[src/rtl/m2_write_arbiter.sv]
// Round-robin arbiter for the single M2 scratchpad write port, with lock for RMW bursts.
// Optional bank-clear sweep engine enabled by defining M2_SWEEP_CLEAR_EN.
module m2_write_arbiter #(
    parameter int NREQ   = 3,
    parameter int ADDR_W = 9,
    parameter int DATA_W = 20,
    parameter int BINS   = 256
) (
    input  logic                     clock,
    input  logic                     reset,
    input  logic [NREQ-1:0]          req,
    input  logic [NREQ-1:0]          lock,
    input  logic [NREQ-1:0]          wr_en,
    input  logic [NREQ*ADDR_W-1:0]   wr_addr,
    input  logic [NREQ*DATA_W-1:0]   wr_data,
    output logic [NREQ-1:0]          gnt,
    output logic                     M2_WriteEnable,
    output logic [ADDR_W-1:0]        M2_WriteAddress,
    output logic [DATA_W-1:0]        M2_WriteBus,
    output logic                     protocol_err,
    input  logic                     clear_start,
    input  logic                     clear_bank,
    output logic                     clear_busy,
    output logic                     clear_done
);

`ifdef M2_SWEEP_CLEAR_EN
    localparam int NSLOT = NREQ + 1;
`else
    localparam int NSLOT = NREQ;
`endif
    localparam int PW = (NSLOT > 1) ? $clog2(NSLOT) : 1;
    localparam int CW = (BINS > 1) ? $clog2(BINS) : 1;

    typedef enum logic [0:0] {ST_IDLE = 1'b0, ST_GRANT = 1'b1} state_t;

    state_t            state_r;
    logic [NSLOT-1:0]  gnt_r;
    logic [PW-1:0]     ptr_r;
    logic              we_r;
    logic [ADDR_W-1:0] addr_r;
    logic [DATA_W-1:0] data_r;
    logic              perr_r;

    logic [NSLOT-1:0]  req_all_s;
    logic [NSLOT-1:0]  lock_all_s;
    logic [NSLOT-1:0]  wen_all_s;
    logic [ADDR_W-1:0] addr_all_s [NSLOT];
    logic [DATA_W-1:0] data_all_s [NSLOT];
    logic              found_s;
    logic [PW-1:0]     win_s;
    logic [PW-1:0]     ptr_next_s;
    logic              hold_s;
    logic              sel_wen_s;
    logic [ADDR_W-1:0] sel_addr_s;
    logic [DATA_W-1:0] sel_data_s;

`ifdef M2_SWEEP_CLEAR_EN
    logic              clear_busy_r;
    logic              clear_last_r;
    logic              clear_done_r;
    logic              clear_bank_r;
    logic [CW-1:0]     clear_cnt_r;
    logic              clear_final_s;
    logic              clear_req_s;

    // The sweep's own request drops on the edge that issues its last write, so the grant lasts exactly BINS cycles.
    assign clear_final_s = gnt_r[NREQ] & (clear_cnt_r == CW'(BINS - 1));
    assign clear_req_s   = clear_busy_r & ~clear_last_r & ~clear_final_s;

    // Clear engine: latch the bank, count bins while granted, then report completion.
    always_ff @(posedge clock or posedge reset) begin
        if (reset) begin
            clear_busy_r <= 1'b0;
            clear_last_r <= 1'b0;
            clear_done_r <= 1'b0;
            clear_bank_r <= 1'b0;
            clear_cnt_r  <= {CW{1'b0}};
        end else begin
            clear_done_r <= 1'b0;
            if (!clear_busy_r) begin
                if (clear_start) begin
                    clear_busy_r <= 1'b1;
                    clear_bank_r <= clear_bank;
                    clear_cnt_r  <= {CW{1'b0}};
                end
            end else if (clear_last_r) begin
                clear_busy_r <= 1'b0;
                clear_last_r <= 1'b0;
                clear_done_r <= 1'b1;
            end else if (gnt_r[NREQ]) begin
                clear_cnt_r  <= clear_final_s ? {CW{1'b0}} : clear_cnt_r + CW'(1);
                clear_last_r <= clear_final_s;
            end
        end
    end

    assign clear_busy = clear_busy_r;
    assign clear_done = clear_done_r;
`else
    logic unused_clear_s;
    assign unused_clear_s = clear_start ^ clear_bank;
    assign clear_busy     = 1'b0;
    assign clear_done     = 1'b0;
`endif

    // Gather external requesters (and the clear slot when present) into uniform per-slot vectors.
    always_comb begin
        req_all_s  = {NSLOT{1'b0}};
        lock_all_s = {NSLOT{1'b0}};
        wen_all_s  = {NSLOT{1'b0}};
        for (int s = 0; s < NSLOT; s++) begin
            addr_all_s[s] = {ADDR_W{1'b0}};
            data_all_s[s] = {DATA_W{1'b0}};
        end
        req_all_s[NREQ-1:0]  = req;
        lock_all_s[NREQ-1:0] = lock;
        wen_all_s[NREQ-1:0]  = wr_en;
        for (int i = 0; i < NREQ; i++) begin
            addr_all_s[i] = wr_addr[i*ADDR_W +: ADDR_W];
            data_all_s[i] = wr_data[i*DATA_W +: DATA_W];
        end
`ifdef M2_SWEEP_CLEAR_EN
        req_all_s[NREQ]  = clear_req_s;
        lock_all_s[NREQ] = clear_req_s;
        wen_all_s[NREQ]  = gnt_r[NREQ];
        addr_all_s[NREQ] = ADDR_W'({clear_bank_r, clear_cnt_r});
`endif
    end

    // Round-robin search starting at ptr_r; first requesting slot in rotated order wins.
    always_comb begin
        found_s = 1'b0;
        win_s   = {PW{1'b0}};
        for (int k = 0; k < NSLOT; k++) begin
            int idx_v;
            idx_v   = (int'(ptr_r) + k) % NSLOT;
            win_s   = (req_all_s[idx_v] & ~found_s) ? PW'(idx_v) : win_s;
            found_s = found_s | req_all_s[idx_v];
        end
        ptr_next_s = (win_s == PW'(NSLOT - 1)) ? {PW{1'b0}} : win_s + PW'(1);
        hold_s     = |(gnt_r & (req_all_s | lock_all_s));
    end

    // One-hot grant selects the write that gets registered toward M2.
    always_comb begin
        sel_wen_s  = |(gnt_r & wen_all_s);
        sel_addr_s = {ADDR_W{1'b0}};
        sel_data_s = {DATA_W{1'b0}};
        for (int s = 0; s < NSLOT; s++) begin
            sel_addr_s = sel_addr_s | (addr_all_s[s] & {ADDR_W{gnt_r[s]}});
            sel_data_s = sel_data_s | (data_all_s[s] & {DATA_W{gnt_r[s]}});
        end
    end

    // Arbitration FSM with registered one-hot grant; release always passes through IDLE.
    always_ff @(posedge clock or posedge reset) begin
        if (reset) begin
            state_r <= ST_IDLE;
            gnt_r   <= {NSLOT{1'b0}};
            ptr_r   <= {PW{1'b0}};
        end else begin
            case (state_r)
                ST_IDLE: begin
                    if (found_s) begin
                        state_r <= ST_GRANT;
                        gnt_r   <= {{(NSLOT-1){1'b0}}, 1'b1} << win_s;
                        ptr_r   <= ptr_next_s;
                    end
                end
                ST_GRANT: begin
                    if (!hold_s) begin
                        state_r <= ST_IDLE;
                        gnt_r   <= {NSLOT{1'b0}};
                    end
                end
                default: begin
                    state_r <= ST_IDLE;
                    gnt_r   <= {NSLOT{1'b0}};
                end
            endcase
        end
    end

    // M2 write register and sticky error for strobes from non-granted requesters.
    always_ff @(posedge clock or posedge reset) begin
        if (reset) begin
            we_r   <= 1'b0;
            addr_r <= {ADDR_W{1'b0}};
            data_r <= {DATA_W{1'b0}};
            perr_r <= 1'b0;
        end else begin
            we_r   <= sel_wen_s;
            perr_r <= perr_r | (|(wr_en & ~gnt_r[NREQ-1:0]));
            if (|gnt_r) begin
                addr_r <= sel_addr_s;
                data_r <= sel_data_s;
            end
        end
    end

    assign gnt             = gnt_r[NREQ-1:0];
    assign M2_WriteEnable  = we_r;
    assign M2_WriteAddress = addr_r;
    assign M2_WriteBus     = data_r;
    assign protocol_err    = perr_r;

endmodule

[config.mk]
export PLATFORM = sky130hd
export DESIGN_NAME = m2_write_arbiter
export DESIGN_NICKNAME = d
export VERILOG_FILES = /design/src/rtl/m2_write_arbiter.sv
export SDC_FILE = /design/constraint.sdc
export NUM_CORES = 1
export LEC_CHECK = 0
export ABC_AREA = 0
export CELL_PAD_IN_SITES_DETAIL_PLACEMENT = 1
export CELL_PAD_IN_SITES_GLOBAL_PLACEMENT = 2
export CORE_MARGIN = 2
export CORE_UTILIZATION = 20
export DETAILED_ROUTE_END_ITERATION = 7
export GPL_TIMING_DRIVEN = 0
export PLACE_DENSITY_LB_ADDON = 0.1
export SKIP_LAST_GASP = 1
export SYNTH_ARGS = -nofsm -noshare
export SYNTH_HDL_FRONTEND = slang
export SYNTH_SLANG_ARGS = --single-unit
[constraint.sdc]
create_clock -name clock -period 3.7 [get_ports clock]
set_input_delay 0.74 -clock clock [delete_from_list [all_inputs] [get_ports clock]]
set_output_delay 0.74 -clock clock [all_outputs]
set_load 0.05 [all_outputs]
==> reports/qor.csv <==
metric,value,unit
fin_nets,451,
grt_pass1_wl,12.9,mm
drive_above_1_share,6.02,%
overflow,0,
crit_fanout,2,
die_h,104,µm
clockBufferDepth,2,
critical_path.top_delay_family,buffers and inverters,
dpl.hpwl,6.05,mm
outcome,"complete, no violations",
crit_required,2.96,ns
cts_hold_buffers,0,
finalSetupViolCount,0,
dr_wl_met3,488,µm
crit_path_top_delay_cell,clkdlybuf4s50_1,
final_hold_viol_count,0,
fin_tns_setup,0,ns
tightest_slew,0.833,ns
final.period_utilization,59.9,%
fin_util,36.8,%
cp_num_cells,1,
fillers,1144,
synthArstFlopShare,100,%
wl_met2,4.00,mm
final_cell_mix,"131 x clkdlybuf4s50_1, 37 x dfrtp_1, 34 x a21oi_1",
synth-edff-count,0,
layout_commonest_cell,clkdlybuf4s50_1,
worst_slack,1.49,ns
synthDistinctLibCells,35,
synth_area,0.00198,mm²
stdcell_count,482,
port_buffers,131,
first_pass_iters,5,
drt-vias-per-instance,4.69,
drt-initial-drc-count,176,
htreeDepth,2,
p_leak,1.40,nW
synth-seq-area-share,46.7,%
area_growth,79.6,%
core,0.00968,mm²
worst-setup-path-type,flip-flop to primary output,
initial_core_util,20.5,%
relSlewSlack,44.4,%
drc,0,
clock-sinks,37,
regToRegEndpoint,gnt[1]$_DFFE_PP0P_,
synthFlopType,dfrtp_1,
clk_latency,0.29,ns
rsz0062_at_grt,no,
dp.cells,474,
r2r_slack,1.86,ns
worst_ir_drop_vdd,0.287,mV
ant_nets,0,
hp-class,flip-flop to flip-flop,
grt_max_degree,38,
tritoncts,done,
cpPeakStageDelay,0.84,ns
vias,2261,
post_cts.repair.setup_buffers,0,
r2r_start,ptr_r[0]$_DFFE_PP0P_,
multi_input_area,911,µm²
cp_num_buf_inv,1,
worstPathCellList,clkdlybuf4s50_1,
routed_wl,7.93,mm
grt_pass1_vias,2335,
layout_min_cycle_time,2.21,ns
die_w,104,µm
arrival,1.47,ns
clock-root-buffer,clkbuf_8,
ff2ff_path_depth,6,
fmax,0.452,GHz
antenna_found_initial,0,
crit_end,M2_WriteBus[12],
drv_cap,0,
routabilityCongestion,0.728,
track_usage,15.0,%
syn_avg_cell_area,9.48,µm²
start_kind,flip-flop,
ys_ff_latch,37,
powerDensity,937,mW/mm²
end_kind,primary output,
place_ws,1.27,ns
num_rows,36,
crit_start,M2_WriteBus[12]$_DFFE_PP0P_,
cts_resized,0,
wl_per_cell,16.4,µm
min-delay-start,protocol_err$_DFF_PP0_,
synthCells,209,
dieArea,0.0107,mm²
skew,0.0119,ns
io_pins,136,
ys_warn_count,0,
regArea,926,µm²
finalMaxSlewViolations,0,
n_antenna_cell,0,
top_layer,met4,
cts_inserted_buffers,5,
routedLengthMet1,3.32,mm
cts.clk_slew.worst_paths,0.08,ns
==> where the power goes <==
group	leakage, nW	total (W)	internal (W)	switching [W]
logic	0.903	0.00231	0.000836	0.00147
clock network	0.0512	0.000301	0.000151	0.000150
registers	0.441	0.000726	0.000620	0.000106
total	1.40	0.00334	0.00161	0.00173
==> stage by stage <==
| step | hold WS (ns) | total power [W] | area (µm²) |
|---|---|---|---|
| floorplan | 0.475 | 0.00227 | 1990 |
| global placement | 0.497 | 0.00306 | 3460 |
| detailed placement | 0.483 | 0.00309 | 3460 |
| CTS | 0.525 | 0.00340 | 3560 |
| global route | 0.550 | 0.00360 | 3560 |
| finish | 0.514 | 0.00334 | 3560 |
==> flip-flops by register name, indices dropped and copies added, names as in the netlist <==
signal / flops
protocol_err: 1
M2_WriteBus: 20
ptr_r: 2
M2_WriteEnable: 1
M2_WriteAddress: 9
gnt: 3
state_r: 1
==> logic make-up after synthesis <==
kind of cell    count (synthesis)  share of synthesized area (%)
flops                          37                           46.7
buf+inv                        30                           7.51
mux                             1                          0.505
compound gates                 84                           31.3
fa+ha+maj                       3                           1.89
simple gates                   53                           11.9
other cells                     1                          0.189
==> worst min-delay path by stage <==
stage	end	slack, ns	cells past startpoint
CTS	protocol_err$_DFF_PP0_	0.52	2
detailed placement	protocol_err$_DFF_PP0_	0.48	2
global placement	protocol_err$_DFF_PP0_	0.50	2
floorplan	ptr_r[0]$_DFFE_PP0P_	0.48	2
finish	protocol_err$_DFF_PP0_	0.51	2
global route	M2_WriteBus[15]$_DFFE_PP0P_	0.55	2
==> metal layers <==
metal	GRT usage, %	up-vias
met5	0	-
met4	4.44	0
met3	4.03	6
met2	25.4	78
met1	18.6	1101
li1	-	1076
==> Yosys cell counts (4+ instances only) <==
cell type | count | area, µm²
inv_1 | 8 | 30.0
nand2b_1 | 6 | 37.5
a222oi_1 | 30 | 300
a21oi_1 | 34 | 170
nand3_1 | 4 | 20.0
buf_2 | 5 | 25.0
nor2_1 | 32 | 120
nand2_1 | 5 | 18.8
o21ai_0 | 7 | 35.0
clkbuf_1 | 12 | 45.0
dfrtp_1 | 37 | 926
==> area by class of cell <==
cell class,count,area share [%]
buffer,22,3.34
clock buffer,6,2.32
clock inverter,2,0.387
inverter,8,0.844
multi-input combinational,143,25.6
sequential,37,26.0
tap,133,4.67
timing repair buffer,131,36.8
(Power assumes the default switching activity.)
